## config.mk

```make
export PLATFORM = sky130hd
export DESIGN_NAME = outfifo_reader
export DESIGN_NICKNAME = d
export VERILOG_FILES = /design/src/rtl/outfifo_reader_pkg.sv /design/src/rtl/byte_skid_fifo.sv /design/src/rtl/outfifo_reader.sv
export SDC_FILE = /design/constraint.sdc
export NUM_CORES = 1
export LEC_CHECK = 0
export ABC_AREA = 1
export BUFFER_PORTS_ARGS = -buffer_cell sky130_fd_sc_hd__buf_2
export CAP_MARGIN = 20
export CORE_AREA = 8 8 90 92
export CTS_BUF_LIST = sky130_fd_sc_hd__clkbuf_4 sky130_fd_sc_hd__clkbuf_8 sky130_fd_sc_hd__clkbuf_16
export CTS_CLUSTER_SIZE = 16
export DETAILED_ROUTE_END_ITERATION = 7
export DIE_AREA = 0 0 98 100
export GPL_ROUTABILITY_DRIVEN = 0
export PLACE_DENSITY = 0.47
export SYNTH_ARGS = -nofsm -noshare
export SYNTH_HDL_FRONTEND = slang
export SYNTH_SLANG_ARGS = --single-unit
export TNS_END_PERCENT = 100
```

## constraint.sdc

```tcl
create_clock -name inClock -period 2.55 [get_ports inClock]
set_clock_uncertainty 0.05 [all_clocks]
set_input_delay 0 -clock inClock [delete_from_list [all_inputs] [get_ports inClock]]
set_output_delay 0 -clock inClock [all_outputs]
set_load 0.02 [all_outputs]
```

## src/rtl/outfifo_reader_pkg.sv

```systemverilog
// Shared types and constants for the nibble-FIFO reader.
package outfifo_reader_pkg;

   localparam int NIBBLE_W      = 4;
   localparam int BYTE_W        = 8;
   localparam int OUT_DEPTH_DEF = 4;

   typedef enum logic [1:0] {
      IDLE    = 2'd0,
      CAP_LO  = 2'd1,
      WAIT_HI = 2'd2,
      CAP_HI  = 2'd3
   } state_t;

endpackage

```

## src/rtl/byte_skid_fifo.sv

```systemverilog
// Circular byte buffer between nibble assembly and the downstream handshake.
module byte_skid_fifo
   import outfifo_reader_pkg::*;
#(
   parameter int DEPTH = OUT_DEPTH_DEF
) (
   input  logic                      clk,
   input  logic                      rst_n,
   input  logic                      push,
   input  logic [BYTE_W-1:0]         push_data,
   input  logic                      pop,
   output logic [BYTE_W-1:0]         head,
   output logic [$clog2(DEPTH):0]    occ
);

   localparam int AW = $clog2(DEPTH);

   logic [BYTE_W-1:0] mem [DEPTH];
   logic [AW-1:0]     wr_ptr;
   logic [AW-1:0]     rd_ptr;
   logic [AW:0]       count;
   logic              do_pop;

   assign do_pop = pop & (count != '0);
   assign head   = mem[rd_ptr];
   assign occ    = count;

   // Entries are cleared too so the head byte reads zero out of reset.
   always_ff @(posedge clk or negedge rst_n) begin
      if (!rst_n) begin
         for (int i = 0; i < DEPTH; i++) mem[i] <= '0;
         wr_ptr <= '0;
         rd_ptr <= '0;
         count  <= '0;
      end else begin
         if (push) begin
            mem[wr_ptr] <= push_data;
            wr_ptr      <= wr_ptr + AW'(1);
         end
         if (do_pop) rd_ptr <= rd_ptr + AW'(1);
         case ({push, do_pop})
            2'b10:   count <= count + (AW+1)'(1);
            2'b01:   count <= count - (AW+1)'(1);
            default: ;
         endcase
      end
   end

endmodule

```

## src/rtl/outfifo_reader.sv

```systemverilog
// Drains the 4-bit output FIFO and packs nibble pairs into bytes with valid/ready.
// OUTFIFO_HI_FIRST_EN: first nibble read lands in bits [7:4] instead of [3:0].
module outfifo_reader #(
   parameter int OUT_DEPTH = outfifo_reader_pkg::OUT_DEPTH_DEF,
   parameter int NIBBLE_W  = outfifo_reader_pkg::NIBBLE_W
) (
   input  logic                                 inClock,
   input  logic                                 inReset,
   input  logic [NIBBLE_W-1:0]                  in_fifo_inData,
   input  logic                                 in_fifo_inEmpty,
   output logic                                 out_fifo_outReadEnable,
   output logic [outfifo_reader_pkg::BYTE_W-1:0] out_outByte,
   output logic                                 out_outValid,
   input  logic                                 in_inReady,
   output logic [$clog2(OUT_DEPTH):0]           out_outOcc
);

   // state   | meaning
   // IDLE    | no byte under assembly
   // CAP_LO  | first nibble arrives this cycle
   // WAIT_HI | first nibble held, FIFO empty
   // CAP_HI  | second nibble arrives, byte pushed

   import outfifo_reader_pkg::*;

   localparam int              OCC_W   = $clog2(OUT_DEPTH) + 1;
   localparam logic [OCC_W:0]  DEPTH_X = (OCC_W+1)'(OUT_DEPTH);

   state_t               state;
   state_t               state_nxt;
   logic [NIBBLE_W-1:0]  first_q;
   logic                 read_en;
   logic                 push;
   logic                 pop;
   logic                 assembling;
   logic                 credit;
   logic                 room_next;
   logic [OCC_W-1:0]     occ;
   logic [OCC_W:0]       occ_x;
   logic [OCC_W:0]       need_first;
   logic [OCC_W:0]       need_next;
   logic [BYTE_W-1:0]    push_byte;

   assign pop          = out_outValid & in_inReady;
   assign out_outValid = (occ != '0);
   assign out_outOcc   = occ;
   assign assembling   = (state != IDLE);

   // A first-nibble read reserves a buffer slot for the byte it starts.
   assign occ_x      = {1'b0, occ};
   assign need_first = occ_x + (OCC_W+1)'(assembling) - (OCC_W+1)'(pop);
   assign need_next  = occ_x + (OCC_W+1)'(2) - (OCC_W+1)'(pop);
   assign credit     = need_first < DEPTH_X;
   assign room_next  = need_next <= DEPTH_X;

`ifdef OUTFIFO_HI_FIRST_EN
   assign push_byte = {first_q, in_fifo_inData};
`else
   assign push_byte = {in_fifo_inData, first_q};
`endif

   always_ff @(posedge inClock or negedge inReset) begin
      if (!inReset) begin
         state   <= IDLE;
         first_q <= '0;
      end else begin
         state <= state_nxt;
         if (state == CAP_LO) first_q <= in_fifo_inData;
      end
   end

   always_comb begin
      state_nxt = state;
      read_en   = 1'b0;
      push      = 1'b0;
      case (state)
         IDLE: begin
            if (!in_fifo_inEmpty && credit) begin
               read_en   = 1'b1;
               state_nxt = CAP_LO;
            end
         end
         CAP_LO: begin
            if (!in_fifo_inEmpty) begin
               read_en   = 1'b1;
               state_nxt = CAP_HI;
            end else begin
               state_nxt = WAIT_HI;
            end
         end
         WAIT_HI: begin
            if (!in_fifo_inEmpty) begin
               read_en   = 1'b1;
               state_nxt = CAP_HI;
            end
         end
         CAP_HI: begin
            push = 1'b1;
            if (!in_fifo_inEmpty && room_next) begin
               read_en   = 1'b1;
               state_nxt = CAP_LO;
            end else begin
               state_nxt = IDLE;
            end
         end
         default: state_nxt = IDLE;
      endcase
   end

   // Hold the pop strobe low for the whole reset window, not just after the first edge.
   assign out_fifo_outReadEnable = read_en & inReset;

   byte_skid_fifo #(
      .DEPTH (OUT_DEPTH)
   ) u_buf (
      .clk       (inClock),
      .rst_n     (inReset),
      .push      (push),
      .push_data (push_byte),
      .pop       (pop),
      .head      (out_outByte),
      .occ       (occ)
   );

endmodule

```

==> flow_summary.yaml <==
outcome:
  outcome: "finished, final reports clean"
grt:
  grt_overflow_total: 0
  antenna_found_initial: 0
  pin_count_of_the_biggest_net_entering_global_routing: 30
  groute.usage.overall: 0.110
  grt_pass1_wl_mm: 8.46
  grt_pass1_vias: 1701
detailed_routing:
  wirelength_mm: 5.22
  vias_per_cell: 4.70
  firstDrtPassIters: 4
  routed-via-count: 1692
  drt_iter0_drc: 74
  avgRoutedWirePerCell_um: 14.5
  drc: 0
  drtAntennaViolNets: 0
clock_network:
  clkSinkCount: 45
  cts-root-to-sink-buffers: 2
  cts_tree: "yes"
  clock_latency_ns: 0.30
  clk_transition_reported_paths_ns: 0.08
  ctsHtreeMaxLevel: 2
  cell_at_the_root_of_the_clock_tree: "clkbuf_8"
  tritoncts.num_buffers: 5
setup_path:
  critical_path_class: "flip-flop to output pin"
  reg2reg_setup_slack_ns: 0.59
  worstSetupStartpointType: "flip-flop"
  crit_path_max_incr_delay_ns: 0.40
  timing.critical_path.slowest_stage_cell: "dfrtp_1"
  worst-path-buf-inv: 5
  cp_data_required_time_ns: 2.50
  reg2reg_depth: 10
  critical_path.endpoint_type: "output pin"
  cp_cell_sequence: "inv_1, nand3_2, nand2_2, inv_1, ha_1, inv_1, ha_1, ha_1, inv_1, nand2_1, nand4_1, nand2_1, and3_1, buf_2"
  critical_path.reg2reg.endpoint: "u_buf.occ[2]"
  arrival_ns: 2.28
  worst_path_dominant_cell_family: "adder cells"
  worstPathMaxFanout: 3
  worst_r2r_startpoint: "u_buf.occ[2]"
  path_common_cell: "inv_1"
synth:
  async_flop_share: 1.00
  synth-seq-cells: 45
  synth_cell_types: 27
  post_synth_and_or_nand_nor_area_fraction: 0.166
  netlist_area_mm2: 0.00227
  nets_in_the_synthesized_netlist: 273
  synthAdderAreaFrac: 0.0859
  proportion_of_synthesized_chip_area_in_sequential_cells: 0.496
  synth_top_family_by_area: "simple AND/OR/NAND/NOR gates"
  number_of_enable_flip_flop_cells_after_synthesis: 0
  netlist_instances: 250
  synthMuxAreaShare: 0
  ys_dominant_reg_cell: "dfrtp_1"
  synth_area_in_compound_gates: 0.157
  syn-mean-instance-area_um2: 9.09
  post_synth_xor_area_fraction: 0.0154
  yosys_warnings: 0
timing:
  slew_violations: 0
  finalHoldViolCount: 0
  timing.fmax_mhz: 429
  maxSlewHeadroom: 0.716
  timing.final.crit_share: 0.914
  max_slew.worst_pin.slew_ns: 0.426
  fin_tns_setup_ns: 0
  setup_violations: 0
  finalCriticalPeriod_ns: 2.33
  worst_slack_ns: 0.220
flow_run:
  maxCapViolCount: 0
place:
  place_hpwl_mm: 3.45
  placement.cell_area_mm2: 0.00240
  placement.io_buffers: 20
  place_ws_ns: 0.501
pwr:
  power_density_mw_per_mm2: 1400
  vdd.ir_drop.worst_mv: 0.505
  power.leakage_nw: 1.31
layout:
  most-common-layout-cells: "o21ai_0, nand2_1, dfrtp_1, inv_1, buf_2"
  layout.cells.most_common: "o21ai_0"
  finalNetCount: 302
  fin_area_mm2: 0.00261
  final_util: 0.392
  flow.area_growth_from_synthesis_pct: 14.6
  fraction_of_final_layout_cells_with_drive_strength_greater_than_1: 0.168
  diodes: 0
die:
  chipWidth_um: 98
  design.portCount: 21
  floorplan.die_area_mm2: 0.00980
  initial_core_util: 0.342
  coreArea_mm2: 0.00664
  fp_rows: 30
  fp.dieH_um: 100
min_path:
  worstHoldPathType: "input port to async pin"
==> power breakdown <==
| group | switching (mW) | internal, mW | total [mW] |
|---|---|---|---|
| logic | 1.12 | 0.663 | 1.78 |
| clock network | 0.254 | 0.319 | 0.573 |
| registers | 0.230 | 1.06 | 1.29 |
| total | 1.60 | 2.04 | 3.64 |
==> synth_stat cells (2+ instances only) <==
cell type | instances | area share
o21ai_0 | 53 | 0.12
nand2_1 | 51 | 0.084
dfrtp_1 | 45 | 0.50
inv_1 | 21 | 0.035
nor2_1 | 19 | 0.031
ha_1 | 14 | 0.077
o22ai_1 | 8 | 0.022
buf_6 | 7 | 0.035
nand2_2 | 4 | 0.011
nand2_4 | 4 | 0.020
a21oi_1 | 3 | 0.0066
xor2_1 | 3 | 0.012
inv_2 | 2 | 0.0033
nand3_1 | 2 | 0.0044
o21ai_1 | 2 | 0.0044
==> how the worst max path moves through the flow <==
stage            startpoint                     end  slack (ns)  depth (start not counted)
6_report       u_buf.occ[1]  out_fifo_outReadEnable        0.22                         14
5_1_grt        u_buf.occ[1]  out_fifo_outReadEnable       -0.01                         14
4_1_cts        u_buf.occ[1]  out_fifo_outReadEnable        0.16                         14
3_5_place_dp   u_buf.occ[1]  out_fifo_outReadEnable        0.50                         14
3_3_place_gp   u_buf.occ[1]  out_fifo_outReadEnable        0.53                         14
2_1_floorplan  u_buf.occ[1]  out_fifo_outReadEnable        0.44                         13
==> timing repair <==
action                                 in CTS  in global routing
hold buffers                                7                  0
setup endpoints to repair                   0                  1
endpoints found under the hold margin      29                  0
gates resized for setup                     0                  1
setup buffers                               0                  2
==> logic make-up (layout without fill, tap and decap cells) <==
family | after synthesis | after routing
and+or+nand+nor | 85 | 85
AOI/OAI and AO/OA | 68 | 68
DFF | 45 | 45
buffers and inverters | 33 | 63
adders and majority gates | 15 | 15
xor gates and xnor gates | 4 | 4
==> layout make-up <==
cell class,instances,area (um^2)
clock buffers,6,82.6
inverters,23,86.3
repair buffers,32,208
flip-flops and latches,45,1130
multi-input cells,172,965
fillers,689,4040
well taps,80,100
clock inverters,2,37.5
==> routing by layer <==
metal | part of all wire | GRT usage
met1 | 0.48 | 0.130
met4 | 0.017 | 0.0468
met2 | 0.48 | 0.187
met3 | 0.023 | 0.0235
met5 | 0 | 0
==> registers in the layout, summed over array words and instances, names as in the netlist <==
register,cells
u_buf.mem,32
state,2
u_buf.wr_ptr,2
u_buf.occ,3
u_buf.rd_ptr,2
first_q,4
==> stage by stage <==
step	std cells	power, mW	hold slack [ns]
floorplan	250	2.61	-0.346
global placement	343	3.06	-0.0841
detailed placement	343	3.05	-0.0925
CTS	358	3.65	0.108
global route	360	3.97	0.151
finish	360	3.64	0.118
==> worst reg2reg max path, cell delays in order (launching register included) <==
cell     delay (ns)
dfrtp_1        0.40
inv_2          0.08
nand3_2        0.09
nand2_2        0.06
inv_1          0.10
ha_1           0.15
inv_1          0.07
fa_1           0.41
a21oi_1        0.15
o21ai_0        0.12
xor2_1         0.17
Note: power is estimated with default switching activity, not from simulation.
